$ cat src/rtl/biriscv_lsu_cmo_ctrl.sv
// rtl/biriscv_lsu_cmo_ctrl.sv - LSU cache-maintenance-operation request controller
//
// Purpose: captures one flush/writeback/invalidate request from the LSU and
// issues it as a registered strobe with a line-aligned address. It waits for
// the memory port to accept and then acknowledge the request, and reports
// completion with a one-cycle done pulse. An ack timeout completes the
// operation with an error.
//
// Ports:
//   clk, rst_i                    clock, asynchronous active-high reset
//   opcode_valid_i                qualifies the cmo_*_i request
//   cmo_flush_i/_writeback_i/_invalidate_i, cmo_addr_i   requested op + address
//   mem_accept_i                  memory port accepts the request strobe
//   mem_ack_i, mem_error_i        completion strobe and its error qualifier
//   mem_flush_o/_writeback_o/_invalidate_o, mem_addr_o   registered request
//   stall_o                       holds the LSU pipeline
//   done_o, error_o               one-cycle completion pulse and error flag

module biriscv_lsu_cmo_ctrl #(
    parameter int LINE_OFFSET_W = 5,
    parameter int TIMEOUT_W     = 8
) (
    input  logic        clk,
    input  logic        rst_i,
    input  logic        opcode_valid_i,
    input  logic        cmo_flush_i,
    input  logic        cmo_writeback_i,
    input  logic        cmo_invalidate_i,
    input  logic [31:0] cmo_addr_i,
    input  logic        mem_accept_i,
    input  logic        mem_ack_i,
    input  logic        mem_error_i,
    output logic        mem_flush_o,
    output logic        mem_writeback_o,
    output logic        mem_invalidate_o,
    output logic [31:0] mem_addr_o,
    output logic        stall_o,
    output logic        done_o,
    output logic        error_o
);

    typedef enum logic [1:0] {
        ST_IDLE     = 2'd0,
        ST_REQ      = 2'd1,
        ST_WAIT_ACK = 2'd2,
        ST_DONE     = 2'd3
    } state_t;

    localparam logic [31:0]          LINE_MASK = ~((32'd1 << LINE_OFFSET_W) - 32'd1);
    localparam logic [TIMEOUT_W-1:0] CNT_MAX   = '1;
    localparam logic [TIMEOUT_W-1:0] CNT_ONE   = {{(TIMEOUT_W-1){1'b0}}, 1'b1};

    state_t               state_q, state_d;
    logic                 flush_q, flush_d;
    logic                 wb_q, wb_d;
    logic                 inv_q, inv_d;
    logic [31:0]          addr_q, addr_d;
    logic [TIMEOUT_W-1:0] cnt_q, cnt_d;
    logic                 err_q, err_d;

    // opcode_valid_i is the only qualifier that can start an operation.
    logic capture_w;
    assign capture_w = opcode_valid_i & (cmo_flush_i | cmo_writeback_i | cmo_invalidate_i);

    always_ff @(posedge clk or posedge rst_i) begin
        if (rst_i) begin
            state_q <= ST_IDLE;
            flush_q <= 1'b0;
            wb_q    <= 1'b0;
            inv_q   <= 1'b0;
            addr_q  <= 32'd0;
            cnt_q   <= '0;
            err_q   <= 1'b0;
        end else begin
            state_q <= state_d;
            flush_q <= flush_d;
            wb_q    <= wb_d;
            inv_q   <= inv_d;
            addr_q  <= addr_d;
            cnt_q   <= cnt_d;
            err_q   <= err_d;
        end
    end

    always_comb begin
        state_d = state_q;
        flush_d = flush_q;
        wb_d    = wb_q;
        inv_d   = inv_q;
        addr_d  = addr_q;
        cnt_d   = cnt_q;
        err_d   = err_q;

        case (state_q)
            ST_IDLE: begin
                if (capture_w) begin
                    state_d = ST_REQ;
                    // Priority flush > writeback > invalidate; one strobe only.
                    flush_d = cmo_flush_i;
                    wb_d    = ~cmo_flush_i & cmo_writeback_i;
                    inv_d   = ~cmo_flush_i & ~cmo_writeback_i & cmo_invalidate_i;
                    addr_d  = cmo_addr_i & LINE_MASK;
                    err_d   = 1'b0;
                end
            end
            ST_REQ: begin
                // Acks before the accept belong to nothing and are dropped.
                if (mem_accept_i) begin
                    flush_d = 1'b0;
                    wb_d    = 1'b0;
                    inv_d   = 1'b0;
                    if (mem_ack_i) begin
                        state_d = ST_DONE;
                        err_d   = mem_error_i;
                    end else begin
                        state_d = ST_WAIT_ACK;
                        cnt_d   = '0;
                    end
                end
            end
            ST_WAIT_ACK: begin
                // A real ack in the final timeout cycle takes precedence.
                if (mem_ack_i) begin
                    state_d = ST_DONE;
                    err_d   = mem_error_i;
                end else if (cnt_q == CNT_MAX) begin
                    state_d = ST_DONE;
                    err_d   = 1'b1;
                end else begin
                    cnt_d = cnt_q + CNT_ONE;
                end
            end
            ST_DONE: begin
                state_d = ST_IDLE;
                err_d   = 1'b0;
            end
            default: begin
                state_d = ST_IDLE;
            end
        endcase
    end

    assign mem_flush_o      = flush_q;
    assign mem_writeback_o  = wb_q;
    assign mem_invalidate_o = inv_q;
    assign mem_addr_o       = addr_q;

    assign stall_o = (state_q == ST_REQ) | (state_q == ST_WAIT_ACK) |
                     ((state_q == ST_IDLE) & capture_w);
    assign done_o  = (state_q == ST_DONE);
    assign error_o = (state_q == ST_DONE) & err_q;

endmodule

$ cat config.mk
export PLATFORM = sky130hd
export DESIGN_NAME = biriscv_lsu_cmo_ctrl
export DESIGN_NICKNAME = d
export VERILOG_FILES = /design/src/rtl/biriscv_lsu_cmo_ctrl.sv
export SDC_FILE = /design/constraint.sdc
export NUM_CORES = 1
export LEC_CHECK = 0
export BUFFER_PORTS_ARGS = -buffer_cell sky130_fd_sc_hd__buf_4
export CORE_MARGIN = 2
export CORE_UTILIZATION = 51
export DETAILED_ROUTE_END_ITERATION = 10
export PLACE_DENSITY = 0.9
export RECOVER_POWER = 25
export SYNTH_ARGS = -nofsm -noshare
export SYNTH_HDL_FRONTEND = slang
export SYNTH_SLANG_ARGS = --single-unit
$ cat constraint.sdc
create_clock -name clk -period 4.8 [get_ports clk]
set_input_delay 0.72 -clock clk [delete_from_list [all_inputs] [get_ports clk]]
set_output_delay 0.72 -clock clk [all_outputs]
set_load 0.005 [all_outputs]
==> results.py <==
metrics = {
    "status": {
        "status": "finished with violations",
        "violations": "capacitance limit, slew limit",
    },
    "timing": {
        "setup_viol": 0,
        "fin_setup_tns_ns": 0,
        "worst_slack_ns": 2.384,
        "tightest_slew_ns": 2.118,
        "maxSlewViolCount": 42,
        "period_share": 0.5033,
        "rsz0062_at_grt": "false",
        "fin_crit_ns": 2.416,
        "max_slew_margin": -0.4118,
        "finClkSkew_ns": 0.005264,
        "finalHoldViolations": 0,
        "fmax_ghz": 0.4139,
    },
    "critical_path": {
        "endpoint_kind": "asynchronous set/reset pin",
        "critical_path_class": "in -> async",
        "cp_slowest_cell": "clkbuf_1",
        "arrival_ns": 2.39,
        "cp_top_family": "buffers and inverters",
        "startpoint_type": "input port",
        "worstPathRequired_ns": 4.78,
        "crit_fanout": 41,
        "crit_chain": "clkbuf_4, inv_1, clkbuf_1",
        "path_buf_inv": 3,
        "cpPeakStageDelay_ns": 1.51,
    },
    "global_routing": {
        "grt_overflow": 0,
        "grt_pass1_vias": 1439,
        "grt_max_degree": 42,
        "grt_pass1_wl_um": 6120,
        "gr-usage-all-layers": 0.1870,
        "antenna_found_initial": 0,
    },
    "power": {
        "p_int_w": 0.001081,
        "powerDensity_mw_per_mm2": 604.7,
        "p_sw_w": 0.0004833,
        "vdd_drop_max_mv": 0.3552,
        "p_leak_nw": 1.252,
        "p_sw_frac": 0.3089,
        "power.share.clock": 0.167,
        "p_comb_frac": 0.443,
        "power.share.sequential": 0.390,
    },
    "clock_tree": {
        "clk_pin_slew_worst_paths_ns": 0.07,
        "htreeDepth": 2,
        "clock_latency_ns": 0.29,
        "post-cts-setup-buffers": 0,
        "cts-root-buf": "clkbuf_8",
        "cts_hold_buf": 0,
        "cts-buffers-inserted": 5,
        "clock-sinks": 41,
        "cts_tree": "built",
        "cts_resized": 0,
        "cts_buffer_depth": 2,
    },
    "layout": {
        "fillCellCount": 304,
        "drive_above_1_share": 0.5044,
        "insertedDiodeCount": 0,
        "nNetsFinal": 273,
        "area_growth_pct": 31.97,
    },
    "flow_run": {
        "drv_cap": 1,
    },
    "logic_synthesis": {
        "synth_edf_count": 0,
        "netlist_area_mm2": 0.001961,
        "synthTopCellsByArea": "dfrtp_1 52%, mux2_2 18%, ha_1 3.8%",
        "syn_avg_cell_area_um2": 12.65,
        "synth_top_area_frac": 0.5233,
        "synth_commonest_cells": "41 x dfrtp_1, 32 x mux2_2, 12 x nand2_1",
        "synth_cells": 155,
        "yosysMostFrequentCell": "dfrtp_1",
        "ys_ff_latch": 41,
        "async_reset_ff_frac": 1.000,
        "yosys.area.top_type": "dfrtp_1",
        "ys_seq_area_frac": 0.5233,
        "synthDistinctLibCells": 41,
        "ys_dominant_reg_cell": "dfrtp_1",
        "yosysWarnings": 0,
    },
    "detailed_routing": {
        "first_pass_iters": 4,
        "drt-initial-drc-count": 38,
        "vias_per_cell": 5.197,
        "top_layer_used": "met4",
        "routed_wl_um": 3929,
        "wl_met1_um": 1426,
        "via_count": 1424,
        "ant_nets": 0,
        "drcViolationCount": 0,
        "routed-wl-met2_um": 2140,
        "wl_met3_um": 322,
        "wl_per_cell_um": 14.34,
    },
    "die": {
        "die_w_um": 66.01,
        "core_mm2": 0.003689,
        "core.rowCount": 22,
        "die_area_mm2": 0.004357,
        "ioPinCount": 79,
        "start_util": 0.5315,
        "die_h_um": 66.01,
    },
    "placed_design": {
        "pre_cts_ws_ns": 2.579,
        "place_congestion": 0.8163,
        "port_buffers": 68,
        "hpwlAfterDp_um": 2976,
    },
    "min_path": {
        "hold_path.class": "reg -> reg",
    },
}
-- power groups by stage --
stage	Clock, W	Sequential, W	Combinational [W]
after floorplan	0	0.000611	0.000392
after global placement	0	0.000602	0.000680
after detailed placement	0	0.000617	0.000701
after CTS	0.000271	0.000611	0.000706
after global routing	0.000281	0.000630	0.000764
final	0.000262	0.000610	0.000693
-- final cells by class --
| class | count | area (um^2) | area share |
|---|---|---|---|
| Clock buffer | 5 | 68.82 | 0.02660 |
| Sequential cell | 41 | 1026 | 0.3965 |
| Tap cell | 48 | 60.06 | 0.02321 |
| Timing Repair Buffer | 70 | 521.8 | 0.2016 |
| Inverter | 5 | 18.77 | 0.007253 |
| Clock inverter | 2 | 35.03 | 0.01354 |
| Multi-Input combinational cell | 103 | 857.1 | 0.3312 |
-- registers in the layout, indices dropped and copies added (netlist names) --
name              cells
cnt_q                 8
err_q                 1
mem_addr_o           27
mem_flush_o           1
mem_invalidate_o      1
mem_writeback_o       1
state_q               2
-- cells in the final DEF, fill, tap and decap left out, types with 3 or more instances in the layout --
cell type	netlist	routed
buf_4	7	68
inv_1	5	5
nor2b_1	3	3
ha_1	6	6
mux2_2	32	32
nand2_1	12	12
dfrtp_1	41	41
conb_1	1	5
clkbuf_8	0	5
o21ai_0	6	6
nand3_1	7	7
-- logic make-up (layout without fill, tap and decap cells) --
family | count (synthesis) | after routing | synth area share
AO/OA/AOI/OAI | 19 | 19 | 0.07786
XOR/XNOR | 1 | 1 | 0.004468
adder cells (fa/ha/maj) | 6 | 6 | 0.03829
buffers and inverters | 15 | 82 | 0.04722
flip-flops | 41 | 41 | 0.5233
multiplexers | 34 | 34 | 0.1966
other | 1 | 5 | 0.001913
AND/OR/NAND/NOR | 38 | 38 | 0.1104
-- through the flow --
step,std cells,hold slack [ns],total power (W),instance area [um^2],utilization
floorplan,159,0.4712,0.001002,1976,-
global placement,267,0.4825,0.001282,2487,0.6744
detailed placement,267,0.4926,0.001318,2487,0.6744
CTS,274,0.5116,0.001588,2591,0.7025
global route,274,0.5261,0.001675,2587,0.7015
finish,274,0.5051,0.001565,2587,0.7015
-- layer usage --
metal,vias up,GRT usage
li1,681,-
met4,0,0.05357
met2,52,0.3674
met1,686,0.1777
met5,-,0
met3,5,0.06985
-- worst paths after layout --
check / slack, ns / end / start / depth (start not counted)
max: 2.38 / state_q[1] / rst_i / 3
min: 0.51 / err_q / err_q / 1
max reg2reg: 2.74 / cnt_q[4] / state_q[0] / 6
min reg2reg: 0.51 / err_q / err_q / 1
max in group clk: 2.59 / stall_o / cmo_invalidate_i / 5
min in group asynchronous: 1.21 / mem_addr_o[26] / rst_i / 3
(Power assumes the default switching activity.)
